## config.mk

```make
export PLATFORM = sky130hd
export DESIGN_NAME = game_tick_gen_flat
export DESIGN_NICKNAME = d
export VERILOG_FILES = /design/src/rtl/game_tick_gen_if.sv /design/src/rtl/game_tick_gen.sv /design/src/flat_wrapper.sv
export SDC_FILE = /design/constraint.sdc
export NUM_CORES = 1
export LEC_CHECK = 0
export ABC_AREA = 1
export BUFFER_PORTS_ARGS = -buffer_cell sky130_fd_sc_hd__buf_2
export CORE_MARGIN = 2
export CORE_UTILIZATION = 50
export DETAILED_ROUTE_END_ITERATION = 6
export HOLD_SLACK_MARGIN = 0.1
export PLACE_DENSITY = 0.74
export SLEW_MARGIN = 5
export SYNTH_ARGS = -nofsm -noshare
export SYNTH_HDL_FRONTEND = slang
export SYNTH_SLANG_ARGS = --single-unit
```

## constraint.sdc

```tcl
create_clock -name clk -period 2.7 [get_ports clk]
set_input_delay 0.54 -clock clk [delete_from_list [all_inputs] [get_ports clk]]
set_output_delay 0.54 -clock clk [all_outputs]
set_load 0.02 [all_outputs]
```

## src/rtl/game_tick_gen_if.sv

```systemverilog
// Bundle of game-timing control and status signals between the tick generator and its users.
// GAME_TICK_COUNT_EN adds the per-channel tick_cnt status bus.
interface game_tick_gen_if #(
  parameter int NUM_CH = 2,
  parameter int RATE_W = 2
);
  logic                     pause;
  logic                     step;
  logic [NUM_CH*RATE_W-1:0] rate;
  logic [NUM_CH*RATE_W-1:0] rate_act;
  logic [NUM_CH-1:0]        tick;
  logic [NUM_CH-1:0]        clk_game;
`ifdef GAME_TICK_COUNT_EN
  logic [NUM_CH*16-1:0]     tick_cnt;

  modport master (output pause, step, rate,
                  input  rate_act, tick, clk_game, tick_cnt);
  modport slave  (input  pause, step, rate,
                  output rate_act, tick, clk_game, tick_cnt);
`else
  modport master (output pause, step, rate,
                  input  rate_act, tick, clk_game);
  modport slave  (input  pause, step, rate,
                  output rate_act, tick, clk_game);
`endif
endinterface

```

## src/rtl/game_tick_gen.sv

```systemverilog
// Multi-channel game tick generator: power-of-two rate table, pause, single-step, rate change at reload.
// Optional GAME_TICK_COUNT_EN adds a 16-bit wrapping tick counter per channel.
module game_tick_gen #(
  parameter int NUM_CH   = 2,
  parameter int RATE_W   = 2,
  parameter int BASE_DIV = 25000000,
  parameter int CNT_W    = 25
) (
  input logic              clk,
  input logic              rst,
  game_tick_gen_if.slave   bus
);

  logic [CNT_W-1:0]         cnt [NUM_CH];
  logic [NUM_CH*RATE_W-1:0] rate_q;
  logic [NUM_CH-1:0]        tick_q;
  logic [NUM_CH-1:0]        cg_q;
  logic [NUM_CH-1:0]        fire;

  function automatic logic [CNT_W-1:0] reload(input logic [RATE_W-1:0] r);
    return CNT_W'((BASE_DIV >> r) - 1);
  endfunction

  // A step only acts while paused; otherwise a channel fires when its count is spent.
  always_comb begin
    fire = '0;
    for (int unsigned c = 0; c < NUM_CH; c++)
      fire[c] = bus.pause ? bus.step : (cnt[c] == '0);
  end

  always_ff @(posedge clk) begin
    for (int unsigned c = 0; c < NUM_CH; c++) begin
      if (rst) begin
        rate_q[c*RATE_W +: RATE_W] <= bus.rate[c*RATE_W +: RATE_W];
        cnt[c]                     <= reload(bus.rate[c*RATE_W +: RATE_W]);
        tick_q[c]                  <= 1'b0;
        cg_q[c]                    <= 1'b0;
      end else if (fire[c]) begin
        rate_q[c*RATE_W +: RATE_W] <= bus.rate[c*RATE_W +: RATE_W];
        cnt[c]                     <= reload(bus.rate[c*RATE_W +: RATE_W]);
        tick_q[c]                  <= 1'b1;
        cg_q[c]                    <= ~cg_q[c];
      end else begin
        if (!bus.pause)
          cnt[c] <= cnt[c] - 1'b1;
        tick_q[c] <= 1'b0;
      end
    end
  end

  assign bus.tick     = tick_q;
  assign bus.clk_game = cg_q;
  assign bus.rate_act = rate_q;

`ifdef GAME_TICK_COUNT_EN
  logic [NUM_CH*16-1:0] tcnt_q;

  always_ff @(posedge clk) begin
    for (int unsigned c = 0; c < NUM_CH; c++) begin
      if (rst)
        tcnt_q[c*16 +: 16] <= '0;
      else if (fire[c])
        tcnt_q[c*16 +: 16] <= tcnt_q[c*16 +: 16] + 16'd1;
    end
  end

  assign bus.tick_cnt = tcnt_q;
`endif

endmodule

```

## src/flat_wrapper.sv

```systemverilog
// flat-port wrapper written by rule: the top's interface ports become plain ports
module game_tick_gen_flat 
#(
  parameter int NUM_CH   = 2,
  parameter int RATE_W   = 2,
  parameter int BASE_DIV = 25000000,
  parameter int CNT_W    = 25
)
  (clk, rst, bus_pause, bus_step, bus_rate, bus_rate_act, bus_tick, bus_clk_game);
  game_tick_gen_if #(.NUM_CH(NUM_CH), .RATE_W(RATE_W)) bus_i ();
  input logic clk;
  input logic rst;
  input wire logic [$bits(bus_i.pause)-1:0] bus_pause;
  input wire logic [$bits(bus_i.step)-1:0] bus_step;
  input wire logic [$bits(bus_i.rate)-1:0] bus_rate;
  output wire logic [$bits(bus_i.rate_act)-1:0] bus_rate_act;
  output wire logic [$bits(bus_i.tick)-1:0] bus_tick;
  output wire logic [$bits(bus_i.clk_game)-1:0] bus_clk_game;
  assign bus_i.pause = bus_pause;
  assign bus_i.step = bus_step;
  assign bus_i.rate = bus_rate;
  assign bus_rate_act = bus_i.rate_act;
  assign bus_tick = bus_i.tick;
  assign bus_clk_game = bus_i.clk_game;
  game_tick_gen #(.NUM_CH(NUM_CH), .RATE_W(RATE_W), .BASE_DIV(BASE_DIV), .CNT_W(CNT_W)) u_core (.clk(clk), .rst(rst), .bus(bus_i));
endmodule
```

Word-level counts from Yosys, hierarchy flattened
Memory sizes are Yosys's and may differ from the RTL's.
Index checks and enable logic that the tools add are counted.
Word-level totals
  bits in writable memories: 50
  input port bits: 8
  register bits after elaboration: 8
  memories kept: 1
Cells by class
  reduce and logical (&&, ||, !) cells: 4
  shifts and indexed selects: 2
  add/sub/neg operators: 4
  bitwise gates (word level): 6
  mux-type cells: 25
Memory list
  u_core.cnt: words 2, width 25, rd ports 2, clocked after Yosys merged registers in 0, wr ports 2, RTL line game_tick_gen.sv:14  | logic [CNT_W-1:0] cnt [NUM_CH];
Operators by type and width (number)
  $mux W25: 4
  $logic_not A25 Y1: 2
  $shr A25 B2 Y25 const A: 2
  $sub A25 B1 Y25 const B: 2
  $sub A25 B2 Y25 const B: 2
  $mux W1: 17
  $mux W2: 4
  $or A1 B1 Y1: 4
  $reduce_bool A2 Y1: 2
  $not A1 Y1: 2

Logic depth before layout (Yosys ltp)
  word-level depth: 7
  gate-level depth with buffers: 12
  depth with buffers taken out: 11

Worst setup path before layout
Ideal clock, no wire load.
  kind: reg2reg
  start point: memory u_core.cnt[1][8]
  end point: register with a tool-made name
  buffers on the path: 0
  data required time: 2.318 ns
  period minus slack after synthesis: 2.053 ns
  stages on the path, launching flop included: 8
  setup slack: 0.647 ns
  arrival time: 1.671 ns
  path through: edfxtp_1 > nor2_2 > nand2_1 > nor2_2 > nand3_2 > nand3_1 > inv_1 > nand2_1
RTL lines (RTL line)
  start: declaration: game_tick_gen.sv:14

==> impl_results.md <==
* Status: completed
* DRC viols at 0
* Lkg Pwr at 1.62 nW
* Max-cap viol count at 0
* Core area at 6870 µm²
* Global-route wire length before repair at 12100 µm
* Slew Limit Fails at 0
* Post-layout min period at 2.07 ns
* DRT Pass-1 Iters at 6
* Post-route clock skew at 0.00625 ns
* Final period utilization at 76.8%
* Fraction of synthesis flops using an asynchronous set or reset pin at 0%
* Critical Path Start: u_core.cnt[1][19]
* Post-cts resize count at 0
* Syn Nets at 455
* N_diodes at 0
* Via Count at 2848
* Synth-to-Final Area Change at 10.6%
* Layout filler cell count at 597
* Power Dens Cells at 577 nW/µm²
* DP Area at 3740 µm²
* Int Power at 1.72 mW
* IO Port Bufs at 15
* Critical Path AT at 2.07 ns
* Synth cell types at 26
* Row count at 30
* Worst-path clk slew at 0.07 ns
* Sw frac at 24.9%
* Detailed Route WL at 7210 µm
* Setup bufs post-CTS at 0
* Hold buffers post-CTS at 0
* Setup TNS at 0 ns
* Critical path class: flop to flop
* Maximum vdd ir drop at 0.000408 V
* Cells after synthesis at 441
* Vias in the first global route at 2542
* Worst-Margin Slew at 0.551 ns
* Wire length per cell at 12.8 µm
* Io pins at 16
* Clock power share at 39.7%
* Final Cell Area at 3970 µm²
* HPWL Detailed at 5400 µm
* Syn avg cell area at 8.14 µm²
* Max Fanout on Critical Path at 25
* H-tree lvl count at 3
* Combinational share of power at 11.0%
* Crit start category: flop
* Count of flip-flops with a built-in enable after synthesis at 54
* Register area share after synthesis at 47.4%
* FMAX at 483 MHz
* Commonest non-fill, non-tap cell in the layout: nand2_1
* Antenna viol nets, final at 0
* Die Height at 88.7 µm
* Final setup vio count at 0
* Seq cells post-synth at 58
* Number of buffers created by CTS at 9
* Antenna violations before repair at 0
* Slowest-stage cell, CP: edfxtp_1
* Nets at 477
* Starting Density at 52.2%
* Clock sink count at 58
* RSZ-0062 raised after global routing: false
* Switch Pwr at 0.571 mW
* Max stage delay on crit path at 0.43 ns
* Reg power frac at 49.3%
* GR Overflow Total at 0
* Hold Crit Class: input port to flop
* Clk_lat worst skew at 0.33 ns
* DRT iter0 DRCs at 203
* GRT Util Overall at 20.3%
* CP endpoint kind: flop
* Largest net degree at the start of global routing at 26
* CTS tree: done
* Most frequent cells in the layout: nand2_1, nor2_1, edfxtp_1
* Maximum clock insertion buffer count at 2
* Prevailing post-synth register cell: edfxtp_1
* Crit-path cells: nor2_1, nand2_1, nor2_1, nand3_2, nand3_1, inv_1, nand2_1, buf_4
* Final Wtd Congestion at 0.916
* Vias per Instance at 5.05
* Fraction of layout cells with a size suffix above 1 at 10.3%
* Relative max-transition margin at 63.1%
* DIE AREA at 7870 µm²
* Cell chosen for the clock root: clkbuf_8
* Mapped cell area at 3590 µm²
* Crit path required time at 2.70 ns
* Min-Delay Startpoint: bus_rate[2]
* Yosys warns at 0
* Die W at 88.7 µm
* Final hold viol count at 0
* RR Startpoint: u_core.cnt[1][19]
[cells in the mapped netlist (2+ instances only)]
library cell	number	area, µm²
o21ai_0	11	55.1
nor2_2	6	37.5
nand2_1	165	619
ha_1	6	75.1
nor2_4	2	22.5
nand3_2	2	20.0
dfxtp_1	4	80.1
edfxtp_1	54	1620
xor2_1	16	140
nor2_1	73	274
nand4_1	5	31.3
nand3_4	2	35.0
nand3_1	16	80.1
nand3b_1	4	30.0
buf_4	3	22.5
xnor2_1	24	210
nor3_1	2	10.0
inv_1	36	135
buf_6	3	33.8
[power groups by stage]
stage / Combinational (mW) / Sequential, mW / Clock (mW)
after floorplan: 0.184 / 1.14 / 0
after global routing: 0.289 / 1.14 / 0.952
final: 0.253 / 1.13 / 0.910
after global placement: 0.246 / 1.14 / 0
after CTS: 0.253 / 1.13 / 0.916
after detailed placement: 0.251 / 1.15 / 0
[per-layer routing]
metal	wire, µm	part of all wire (%)	GRT usage, %	up-vias
li1	-	-	-	1455
met1	3640	50	32.3	1276
met2	2980	41	27.5	104
met3	465	6.4	3.08	13
met4	124	1.7	7.71	0
met5	0	0	0	-
[worst max-delay path: cells and delay by family (launching register included)]
kind                   cells  cell delay, ns
and+or+nand+nor            6            0.90
DFF                        1            0.43
buffers and inverters      2            0.41
[final timing paths]
check | end | cells after the start | slack [ns]
setup / recovery | u_core.cnt[0][19] | 8 | 0.63
hold / removal | u_core.bus.rate_act[2] | 1 | 0.46
setup reg to reg | u_core.cnt[0][19] | 8 | 0.63
hold reg to reg | u_core.bus.clk_game[0] | 1 | 0.46
[state kept, by name, indices dropped and copies added, names as in the netlist, named ones only]
name,cells
u_core.bus.clk_game,2
u_core.bus.rate_act,4
u_core.bus.tick,2
u_core.cnt,48
[kinds of logic (layout without fill, tap and decap cells)]
family,Yosys count,in the layout,share of synthesized area (%)
AO/OA/AOI/OAI,11,11,1.53
XOR/XNOR,40,40,9.76
adder cells (fa/ha/maj),6,6,2.09
buffers and inverters,43,70,5.44
flip-flops,58,58,47.4
multiplexers,1,1,0.279
AND/OR/NAND/NOR,282,282,33.5
[layout make-up]
type                            instances  area, µm²  area share [%]
Multi-Input combinational cell        340       1690            42.6
Sequential cell                        58       1700            42.9
Tap cell                               96        120            3.03
Timing Repair Buffer                   17       90.1            2.27
Clock buffer                           11        151            3.81
Clock inverter                          5       76.3            1.92
Inverter                               37        139            3.50
[stage by stage]
step / setup WS (ns) / power, mW / hold WS, ns / util, % / instances
2_1_floorplan: 0.647 / 1.33 / 0.528 / - / 441
3_3_place_gp: 0.639 / 1.39 / 0.449 / 54.5 / 548
3_5_place_dp: 0.602 / 1.40 / 0.452 / 54.5 / 548
4_1_cts: 0.610 / 2.30 / 0.446 / 57.8 / 564
5_1_grt: 0.415 / 2.38 / 0.452 / 57.8 / 564
6_report: 0.627 / 2.29 / 0.457 / 57.8 / 564
Power figures use the tool's default switching activity.
